--- config.mk ---
export PLATFORM = sky130hd
export DESIGN_NAME = sync_fifo_ctrl
export DESIGN_NICKNAME = d
export VERILOG_FILES = /design/src/rtl/sync_fifo_ctrl.sv
export SDC_FILE = /design/constraint.sdc
export NUM_CORES = 1
export LEC_CHECK = 0
export BUFFER_PORTS_ARGS = -buffer_cell sky130_fd_sc_hd__buf_2
export CAP_MARGIN = 20
export CORE_MARGIN = 1.5
export CORE_UTILIZATION = 40
export CTS_BUF_LIST = sky130_fd_sc_hd__clkbuf_8
export DETAILED_ROUTE_END_ITERATION = 8
export GPL_TIMING_DRIVEN = 0
export PLACE_DENSITY_LB_ADDON = 0.05
export SYNTH_ARGS = -nofsm -noshare
export SYNTH_HDL_FRONTEND = slang
export SYNTH_SLANG_ARGS = --single-unit
export TNS_END_PERCENT = 30
--- constraint.sdc ---
create_clock -name clK -period 2.8 [get_ports clK]
set_clock_uncertainty 0.05 [all_clocks]
set_input_delay 0.14 -clock clK [delete_from_list [all_inputs] [get_ports clK]]
set_output_delay 0.14 -clock clK [all_outputs]
set_load 0.01 [all_outputs]
--- src/rtl/sync_fifo_ctrl.sv ---
// sync_fifo_ctrl: synchronous FIFO controller driving an external dual-port RAM.
// Optional feature macro: FIFO_ERR_FLAGS_EN adds sticky ovf_ERR/udf_ERR outputs.
// Ports:
//   clK, rst_n                  clock, async active-low reset
//   wr_EN, wr_DATA              write request and data
//   rd_EN                       read request
//   rd_DATA, rd_VALID           read data and its strobe, one cycle after the read
//   full, empty, count          registered occupancy status
//   ram_a_WR/ADDR/DIN           RAM port A (write side, address = write pointer)
//   ram_b_WR/ADDR, ram_b_DOUT   RAM port B (read side, address = read pointer, 1-cycle latency)
//   ovf_ERR, udf_ERR            sticky overflow/underflow flags (FIFO_ERR_FLAGS_EN only)
module sync_fifo_ctrl #(
   parameter int DATA = 16,
   parameter int ADDR = 5
) (
   input  logic            clK,
   input  logic            rst_n,
   input  logic            wr_EN,
   input  logic [DATA-1:0] wr_DATA,
   input  logic            rd_EN,
   output logic [DATA-1:0] rd_DATA,
   output logic            rd_VALID,
   output logic            full,
   output logic            empty,
   output logic [ADDR:0]   count,
   output logic            ram_a_WR,
   output logic [ADDR-1:0] ram_a_ADDR,
   output logic [DATA-1:0] ram_a_DIN,
   output logic            ram_b_WR,
   output logic [ADDR-1:0] ram_b_ADDR,
   input  logic [DATA-1:0] ram_b_DOUT
`ifdef FIFO_ERR_FLAGS_EN
   ,
   output logic            ovf_ERR,
   output logic            udf_ERR
`endif
);
   localparam int DEPTH = 1 << ADDR;
   logic [ADDR-1:0] wptr_q, wptr_d, rptr_q, rptr_d;
   logic [ADDR:0]   count_q, count_d;
   logic            full_q, empty_q, rd_valid_q;
   logic            wr_acc, rd_acc;
   // Full blocks the write and empty blocks the read, so a simultaneous request
   // at either extreme degenerates into a single accepted operation.
   assign wr_acc  = wr_EN & ~full_q;
   assign rd_acc  = rd_EN & ~empty_q;
   assign wptr_d  = wptr_q + ADDR'(wr_acc);
   assign rptr_d  = rptr_q + ADDR'(rd_acc);
   assign count_d = count_q + (ADDR+1)'(wr_acc) - (ADDR+1)'(rd_acc);
   always_ff @(posedge clK or negedge rst_n)
      if (!rst_n) begin
         wptr_q     <= '0;
         rptr_q     <= '0;
         count_q    <= '0;
         full_q     <= 1'b0;
         empty_q    <= 1'b1;
         rd_valid_q <= 1'b0;
      end else begin
         wptr_q     <= wptr_d;
         rptr_q     <= rptr_d;
         count_q    <= count_d;
         full_q     <= count_d == (ADDR+1)'(DEPTH);
         empty_q    <= count_d == '0;
         rd_valid_q <= rd_acc;
      end
   assign ram_a_WR   = wr_acc;
   assign ram_a_ADDR = wptr_q;
   assign ram_a_DIN  = wr_DATA;
   assign ram_b_WR   = 1'b0;
   assign ram_b_ADDR = rptr_q;
   // The RAM registers its output on the same edge that accepts the read, so the
   // data is already aligned with rd_VALID and passes straight through.
   assign rd_DATA  = ram_b_DOUT;
   assign rd_VALID = rd_valid_q;
   assign full     = full_q;
   assign empty    = empty_q;
   assign count    = count_q;
`ifdef FIFO_ERR_FLAGS_EN
   logic ovf_q, udf_q;
   always_ff @(posedge clK or negedge rst_n)
      if (!rst_n) begin
         ovf_q <= 1'b0;
         udf_q <= 1'b0;
      end else begin
         ovf_q <= ovf_q | (wr_EN & full_q);
         udf_q <= udf_q | (rd_EN & empty_q);
      end
   assign ovf_ERR = ovf_q;
   assign udf_ERR = udf_q;
`endif
endmodule

==> results of run 1 <==
-- kinds of logic (layout without fill, tap and decap cells) --
logic type | Yosys count | count (layout)
flip-flops | 19 | 19
adder cells (fa/ha/maj) | 9 | 9
AO/OA/AOI/OAI | 9 | 9
XOR/XNOR | 10 | 10
other | 1 | 1
AND/OR/NAND/NOR | 22 | 22
buffers and inverters | 41 | 101
-- final timing paths --
check                                     endpoint  slack [ps]  cells past startpoint
setup / recovery                   empty$_DFF_PN1_         470                      9
hold / removal                  rd_VALID$_DFF_PN0_         240                      3
setup reg to reg                   empty$_DFF_PN1_         470                      9
hold reg to reg            ram_b_ADDR[4]$_DFF_PN0_         430                      1
max in group asynchronous          empty$_DFF_PN1_        2080                      2
min in group asynchronous  ram_b_ADDR[2]$_DFF_PN0_         300                      2
-- metrics by stage --
stage	total power [mW]	hold slack, ps
global route	1.85	248
floorplan	1.22	-206
finish	1.67	242
global placement	1.46	55.7
CTS	1.70	236
detailed placement	1.50	54.9
-- power by group through the flow --
stage / Sequential, mW / Clock (mW) / Combinational [mW]
after floorplan: 0.590 / 0 / 0.625
after global placement: 0.531 / 0 / 0.930
after detailed placement: 0.538 / 0 / 0.958
after CTS: 0.532 / 0.199 / 0.965
after global routing: 0.550 / 0.211 / 1.09
final: 0.528 / 0.190 / 0.950
-- metal layers --
metal,global-route usage,share of wire,vias to the layer above
li1,-,-,446
met1,0.156,0.40,418
met2,0.251,0.49,55
met3,0.0499,0.11,2
met4,0.0299,0.0051,0
met5,0,0,-
-- cell usage in the layout (no fill, tap or decap), drive strengths merged --
cell         instances
nor2                 5
inv                  7
xor2                 4
a211o                1
and2                 1
nand3                5
a2bb2oi              1
fa                   1
a21oi                6
nand2b               1
dfrtp               18
clkbuf               3
nand2                4
xnor2                6
buf                 89
and3                 2
nor2b                1
clkinv               1
conb                 1
dfstp                1
nor3                 1
dlygate4sd3          1
or2                  1
o221ai               1
ha                   8
and3b                1
-- area by class of cell --
cell class | count | area, um2
clock inverter | 1 | 5.00
sequential | 19 | 477
multi-input combinational | 51 | 422
buffer | 34 | 253
timing repair buffer | 56 | 285
tap | 31 | 38.8
inverter | 7 | 26.3
fill | 259 | 1230
clock buffer | 3 | 41.3
-- worst max-delay path, delay by kind of cell, from the launching register on --
| kind | cells | cell delay [ps] |
|---|---|---|
| AOI/OAI and AO/OA | 1 | 150 |
| and+or+nand+nor | 3 | 470 |
| DFF | 1 | 530 |
| xor gates and xnor gates | 2 | 300 |
| buffers and inverters | 1 | 150 |
| adders and majority gates | 2 | 620 |
-- sequential cells by signal (all words and copies together) (netlist names) --
name        count
ram_b_ADDR      5
rd_VALID        1
empty           1
full            1
count           6
ram_a_ADDR      5
==> out/results.ini, run 1 <==
[placed_design]
preCtsSetupSlack_ps = 463
globalplace.congestion = 0.819
portBuffers = 55
dp_hpwl_um = 1870
dpl_cell_area_um2 = 1490
dp_cells = 197

[synth]
yosysWarnings = 0
synth_ff_type = dfrtp_1
synth_xor_area_frac = 0.0903
synth_async_sr_flop_share = 1.00
synth.most_common_cell = buf_4
synthTopCellsByCount = 33 x buf_4, 18 x dfrtp_1, 8 x ha_1
synth_edf_count = 0
synth_cell_types = 27
syn_area_per_cell_um2 = 10.6
yosysTopAreaCellShare = 0.383
syn-num-nets = 156
netlist_instances = 111
yosysTopAreaCell = dfrtp_1
synth_compound_area_frac = 0.0648
ys_top_cells_by_area = dfrtp_1 38%, buf_4 21%, ha_1 8.5%
synthMuxAreaShare = 0
ys_seq_area_frac = 0.405
syn_area_um2 = 1180
synthAdderAreaFrac = 0.102
synth_top_family_by_area = buffers and inverters
synth-simple-area-share = 0.0978
postSynthRegisterBits = 19

[layout]
final_cell_count_no_fill = 202
area_growth_pct = 31.5
fin_util = 0.556
drive_gt1_frac = 0.585
design_area_um2 = 1550
nets = 217
insertedDiodeCount = 0

[die]
die_h_um = 57.3
die_x_um = 57.3
rows = 19
dieArea_um2 = 3280
boundaryPins = 89
core_um2 = 2780
start_util = 0.423

[routing]
final_antenna_net_count = 0
vias = 921
vias_per_cell = 4.56
drt-total-wl_um = 2170
wl_per_cell_um = 10.7
first_pass_iters = 3
dr.first_iter.drc_count = 7
drcViolationCount = 0

[sta]
setup_slack_ps = 470
post-route-min-period_ps = 2330
rsz0062_at_grt = false
setup_violations = 0
slew_viol_final = 0
finalHoldViolCount = 0
setup_tns_ps = 0
max_freq_mhz = 429
period_share = 0.832

[run]
drv_cap = 0

[power]
p_int_mw = 0.965
pwr-share-clk = 0.114
power_frac_seq = 0.316
p_switching_mw = 0.703
power_density_nw_per_um2 = 1080
p_leak_nw = 0.860
p_sw_frac = 0.421
vdd_drop_max_mv = 0.716
comb_power_share = 0.570

[global_route]
grt_max_degree = 20
antenna_found_initial = 0
track_usage = 0.139
grt_pass1_vias = 858
grt_pass1_wl_um = 3550
overflow = 0

[run_status]
status = complete, no violations

[clock_tree]
cts_hold_buf = 1
cts_num_sinks = 19
cts_tree = yes
cts_resized = 0
cts.htree.levels = 1
numCtsBuffers = 3
cts-root-buf = clkbuf_8
clk_latency_ps = 260
postCtsSetupRepairBufs = 0
clockBufferDepth = 2
path_clk_slew_ps = 70

[worst_setup_path]
critPathMaxFanout = 5
startpoint_type = flip-flop
cp.required_ps = 2950
critPathLaunch = empty$_DFF_PN1_
cp.arrival_ps = 2480
cpPeakStageDelay_ps = 530
crit_path_end_kind = flip-flop
crit_slowest_cell = dfstp_2
crit_type = reg2reg
cp_cell_sequence = nor2b_1, buf_2, xnor2_1, ha_1, fa_1, xor2_1, nor3_1, o221ai_2, and3b_1
rr_startpoint = empty$_DFF_PN1_

[hold_path]
hold_class = in2reg
hold_start = rd_EN

(Power assumes the default switching activity.)
==> run 2, diff against run 1 <==
--- a/config.mk
+++ b/config.mk
@@ -8,7 +8,7 @@
 export BUFFER_PORTS_ARGS = -buffer_cell sky130_fd_sc_hd__buf_2
 export CAP_MARGIN = 20
 export CORE_MARGIN = 1.5
-export CORE_UTILIZATION = 40
+export CORE_UTILIZATION = 37
 export CTS_BUF_LIST = sky130_fd_sc_hd__clkbuf_8
 export DETAILED_ROUTE_END_ITERATION = 8
 export GPL_TIMING_DRIVEN = 0
==> constraint.sdc (replaced) <==
create_clock -name clK -period 2 [get_ports clK]
set_clock_uncertainty 0.05 [all_clocks]
set_input_delay 0.1 -clock clK [delete_from_list [all_inputs] [get_ports clK]]
set_output_delay 0.1 -clock clK [all_outputs]
set_load 0.01 [all_outputs]
==> run 2 against run 1 <==
Effect of this change: the run now ends with negative setup slack left; design area up 3.8%; worst hold slack got worse by 170 ps; register-to-register slack worse by 540 ps; first-iteration DRC count increased by 110%; sequential power is 41% higher; core utilization down 2.6 points; global-route usage fell by 1.4 points; sequential share of layout area is 1.1 points lower; maximum frequency increased by 13%; largest cell class unchanged; largest power group unchanged; via count is 2.3% lower; die area increased by 7.7%.
==> out/results.ini, run 2 (synthesis results as in run 1) <==
[clock_tree]
cts_num_sinks = 19
path_clk_slew_ps = 70
numCtsBuffers = 3
cts-root-buf = clkbuf_8
clockBufferDepth = 2
cts_tree = yes
clk_latency_ps = 250
cts.htree.levels = 1

[routing]
vias = 900
wl_per_cell_um = 10.2
first_pass_iters = 4
drcViolationCount = 0
final_antenna_net_count = 0
vias_per_cell = 4.19
dr.first_iter.drc_count = 15
drt-total-wl_um = 2190

[sta]
max_freq_mhz = 483
setup_slack_ps = -68.6
finalHoldViolCount = 0
slew_viol_final = 0
post-route-min-period_ps = 2070
period_share = 1.03
rsz0062_at_grt = true
setup_violations = 1

[layout]
register_area_um2 = 477
drive_gt1_frac = 0.626
fin_util = 0.531
insertedDiodeCount = 0
design_area_um2 = 1610
multiInputGateArea_um2 = 462
largest_reg_flops = 6
area_growth_pct = 36.5
final_cell_mix = 55 x buf_2, 34 x buf_4, 18 x dfrtp_1
final_cell_count_no_fill = 215
nets = 217
nFillCells = 285
final_common_cell = buf_2

[power]
power_density_nw_per_um2 = 1510
p_leak_nw = 0.873
fin_total_pwr_mw = 2.43
vdd_drop_max_mv = 0.800

[worst_setup_path]
crit_path_end_kind = flip-flop
startpoint_type = flip-flop
cp-endpoint = empty$_DFF_PN1_
path_buf_inv = 0
cpPeakStageDelay_ps = 550
critPathLaunch = empty$_DFF_PN1_
crit_type = reg2reg
rr_startpoint = empty$_DFF_PN1_
r2r_cells = 8
cp.arrival_ps = 2210
r2r_slack_ps = -70
critPathMaxFanout = 5
crit_slowest_cell = dfstp_2
cp.depth = 8
critPathTopFamily = adder cells
cp_cell_sequence = nor2b_4, xnor2_2, ha_2, fa_2, nand3_1, and3_1, o221ai_2, and3b_1
timing.rr.end = empty$_DFF_PN1_
cp.required_ps = 2140

[global_route]
overflow = 0
grt_max_degree = 20
antenna_found_initial = 0
grt_pass1_wl_um = 3310
grt_pass1_vias = 816
track_usage = 0.125

[placed_design]
dp_cells = 210
dp_hpwl_um = 1840
preCtsSetupSlack_ps = -212
portBuffers = 55
dpl_cell_area_um2 = 1510
globalplace.congestion = 0.793

[die]
die_h_um = 59.4
boundaryPins = 89
rows = 20
die_x_um = 59.4
start_util = 0.389
core_um2 = 3030
dieArea_um2 = 3530

[hold_path]
hold_start = rd_EN
hold_class = in2reg

[run_status]
violations = negative setup slack
status = finished, violations left

[run]
drv_cap = 0

## run 2: worst min path at each step
| stage | to | slack [ps] | cells past startpoint |
|---|---|---|---|
| 2_1_floorplan | count[0]$_DFF_PN0_ | -250 | 0 |
| 3_3_place_gp | ram_a_ADDR[4]$_DFF_PN0_ | 10 | 1 |
| 3_5_place_dp | rd_VALID$_DFF_PN0_ | 20 | 1 |
| 4_1_cts | rd_VALID$_DFF_PN0_ | 70 | 2 |
| 5_1_grt | rd_VALID$_DFF_PN0_ | 70 | 2 |
| 6_report | rd_VALID$_DFF_PN0_ | 70 | 2 |
## run 2: routing by layer
metal  vias to the layer above  track usage  share of wire
li1                        444            -              -
met1                       398        0.150           0.36
met2                        54        0.212           0.54
met3                         4       0.0459          0.093
met4                         0       0.0292          0.011
met5                         -            0              0
## run 2: worst reg2reg max path, cell delays in order, from the launching register on
cell	delay, ps
dfstp_2	550
nor2b_4	60
xnor2_2	130
ha_2	200
fa_2	390
nand3_1	120
and3_1	190
o221ai_2	100
and3b_1	220
## run 2: cell type report
| type | instances | area share |
|---|---|---|
| buffer | 33 | 0.154 |
| clock buffer | 3 | 0.0257 |
| tap | 44 | 0.0343 |
| inverter | 7 | 0.0164 |
| sequential | 19 | 0.297 |
| clock inverter | 1 | 0.00312 |
| timing repair buffer | 57 | 0.182 |
| multi-input combinational | 51 | 0.287 |
## run 2: where the power goes
part / total [mW] / switching [mW] / internal (mW)
Sequential: 0.742 / 0.158 / 0.583
Combinational: 1.43 / 0.745 / 0.682
Clock: 0.263 / 0.125 / 0.138
Total: 2.43 / 1.03 / 1.40
## run 2: metrics by stage
| step | setup TNS [ps] | hold slack, ps |
|---|---|---|
| 2_1_floorplan | -182 | -246 |
| 3_3_place_gp | -436 | 13.3 |
| 3_5_place_dp | -339 | 16.8 |
| 4_1_cts | -72.6 | 68.3 |
| 5_1_grt | -377 | 68.0 |
| 6_report | -68.6 | 74.2 |
## run 2: repair_timing
action                     4_1_cts  5_1_grt
buffers inserted                 1        0
setup endpoints to repair        3        3
hold endpoints to repair        18        0
hold buffers                     1        0
pin swaps                        3        0
gates resized for setup          5        1
==> run 3, diff against run 2 <==
--- a/config.mk
+++ b/config.mk
@@ -5,6 +5,7 @@
 export SDC_FILE = /design/constraint.sdc
 export NUM_CORES = 1
 export LEC_CHECK = 0
+export ABC_AREA = 1
 export BUFFER_PORTS_ARGS = -buffer_cell sky130_fd_sc_hd__buf_2
 export CAP_MARGIN = 20
 export CORE_MARGIN = 1.5
==> run 3 against run 2 <==
Effect of this change: the run still ends with negative setup slack left; design area up 3.8%; clock power is 2% higher; non-clock buffer count grew 2; worst setup slack improved by 2.9 ps; die area grew 2.6%; total power increased by 2.1%; first-iteration DRC count decreased by 40%; register-to-register slack hardly changed.
==> out/results.ini, run 3 <==
[layout]
final_cell_count_no_fill = 239
nets = 241
final_cell_mix = 55 x buf_2, 36 x buf_4, 18 x dfrtp_1
drive_gt1_frac = 0.585
largest_reg_flops = 6
insertedDiodeCount = 0
final_common_cell = buf_2
area_growth_pct = 37.8

[sta]
slew_viol_final = 0
setup_violations = 2
max_freq_mhz = 484
post-route-min-period_ps = 2070
rsz0062_at_grt = true
period_share = 1.03
setup_slack_ps = -65.7
finalHoldViolCount = 0

[placed_design]
portBuffers = 55
globalplace.congestion = 0.759
dp_hpwl_um = 1890
preCtsSetupSlack_ps = -153
dp_cells = 231

[worst_setup_path]
crit_top_cell = nor2_4
path_buf_inv = 0
cp_cell_sequence = nor2_4, o21ai_4, nand2_2, ha_4, fa_1, or2_4, nor2_4, nand3_2, nor2_2
cp.required_ps = 2140
startpoint_type = flip-flop
crit_slowest_cell = dfstp_2
crit_type = reg2reg
cpPeakStageDelay_ps = 560
r2r_slack_ps = -70
crit_path_end_kind = flip-flop
critPathMaxFanout = 4
critPathTopFamily = simple AND/OR/NAND/NOR gates
cp.arrival_ps = 2210

[synth]
yosysWarnings = 0
postSynthRegisterBits = 19
yosysTopAreaCellShare = 0.372
syn-num-nets = 177
syn_area_um2 = 1210
ys_top_cells_by_area = dfrtp_1 37%, buf_4 20%, ha_1 8.3%
ys_seq_area_frac = 0.394
synth_edf_count = 0
synth_async_sr_flop_share = 1.00
synthTopCellsByCount = 33 x buf_4, 19 x nand2_1, 18 x dfrtp_1
yosysTopAreaCell = dfrtp_1
synth_ff_type = dfrtp_1
synth.most_common_cell = buf_4
netlist_instances = 132
syn_area_per_cell_um2 = 9.17
synth_cell_types = 21

[power]
comb_power_share = 0.599
power_density_nw_per_um2 = 1490
p_leak_nw = 0.939
vdd_drop_max_mv = 1.01
power_frac_seq = 0.294
p_switching_mw = 1.10
p_sw_frac = 0.443
p_int_mw = 1.38
pwr-share-clk = 0.107

[routing]
first_pass_iters = 4
vias_per_cell = 4.23
final_antenna_net_count = 0
drcViolationCount = 0
wl_per_cell_um = 9.52
vias = 1011
dr.first_iter.drc_count = 9
drt-total-wl_um = 2280

[die]
dieArea_um2 = 3620
core_um2 = 3080
die_h_um = 60.2
start_util = 0.393
boundaryPins = 89
die_x_um = 60.2
rows = 20

[clock_tree]
cts-root-buf = clkbuf_8
cts_num_sinks = 19
cts.htree.levels = 1
cts_tree = yes
path_clk_slew_ps = 70
clk_latency_ps = 250
numCtsBuffers = 3
clockBufferDepth = 2

[hold_path]
hold_class = in2reg

[run_status]
status = finished, violations left
violations = negative setup slack

[global_route]
grt_pass1_wl_um = 3350
antenna_found_initial = 0
grt_pass1_vias = 845
grt_max_degree = 20
overflow = 0
track_usage = 0.123

[run]
drv_cap = 0

## run 3: cell count changes after synthesis, sizes merged, moves of 2 or more
cell / before / now
inv: 7 / 14
nand2: 4 / 23
nor2: 5 / 9
xnor2: 6 / 4
and3: 2 / 0
a21oi: 6 / 2
nand4: 0 / 3
nand3: 5 / 9
## run 3: per-stage QoR
| step | cell area [um2] | hold WS, ps | util | TNS [ps] | power [mW] |
|---|---|---|---|---|---|
| 2_1_floorplan | 1220 | -246 | - | -3.80 | 1.73 |
| 3_3_place_gp | 1550 | 15.3 | 0.505 | -237 | 2.09 |
| 3_5_place_dp | 1550 | 20.2 | 0.505 | -299 | 2.12 |
| 4_1_cts | 1650 | 62.4 | 0.536 | -242 | 2.47 |
| 5_1_grt | 1670 | 63.5 | 0.542 | -288 | 2.73 |
| 6_report | 1670 | 70.6 | 0.542 | -130 | 2.48 |
## run 3: cell type report
| type | count | area (um2) |
|---|---|---|
| clock buffers | 3 | 41.3 |
| fillers | 309 | 1410 |
| multi-input cells | 66 | 482 |
| repair buffers | 59 | 308 |
| plain buffers | 33 | 248 |
| flip-flops and latches | 19 | 477 |
| clock inverters | 1 | 5.00 |
| inverters | 14 | 52.6 |
| well taps | 44 | 55.1 |
## run 3: layer usage
metal | wire, um | GRT usage | vias up
li1 | - | - | 503
met1 | 957 | 0.145 | 450
met2 | 1070 | 0.217 | 56
met3 | 235 | 0.0390 | 2
met4 | 10 | 0.0286 | 0
met5 | 0 | 0 | -
## run 3: worst paths after layout
check | from | to | cells past startpoint
setup / recovery | empty$_DFF_PN1_ | full$_DFF_PN0_ | 9
hold / removal | rd_EN | rd_VALID$_DFF_PN0_ | 3
min in group asynchronous | rst_n | ram_a_ADDR[1]$_DFF_PN0_ | 2
max in group asynchronous | rst_n | empty$_DFF_PN1_ | 2
setup reg to reg | empty$_DFF_PN1_ | full$_DFF_PN0_ | 9
hold reg to reg | ram_a_ADDR[4]$_DFF_PN0_ | ram_a_ADDR[4]$_DFF_PN0_ | 1
## run 3: power groups by stage
stage          Combinational [mW]  Clock, mW  Sequential [mW]
2_1_floorplan               0.913          0            0.813
3_3_place_gp                 1.36          0            0.729
3_5_place_dp                 1.38          0            0.734
4_1_cts                      1.45      0.283            0.734
5_1_grt                      1.67      0.295            0.759
6_report                     1.49      0.267            0.730
## run 3: what timing repair did
action                     4_1_cts  5_1_grt
setup endpoints to repair        2        2
setup buffers                    2        1
hold buffers                     1        0
hold endpoints to repair        18        0
resized for setup                4        2
pin swaps                        6        3
## run 3: worst reg2reg max path, stage by stage (launching register included)
cell     delay, ps
dfstp_2        560
nor2_4          60
o21ai_4         60
nand2_2         90
ha_4           170
fa_1           490
or2_4          260
nor2_4          90
nand3_2        100
nor2_2          90
## run 3: cells by family (layout without fill, tap and decap cells)
group,after synthesis,count (layout),synth area share
buffers and inverters,47,110,0.248
XOR/XNOR,7,7,0.0507
other,1,1,0.00310
AND/OR/NAND/NOR,46,46,0.192
flip-flops,19,19,0.394
adder cells (fa/ha/maj),9,9,0.0993
AO/OA/AOI/OAI,3,3,0.0124
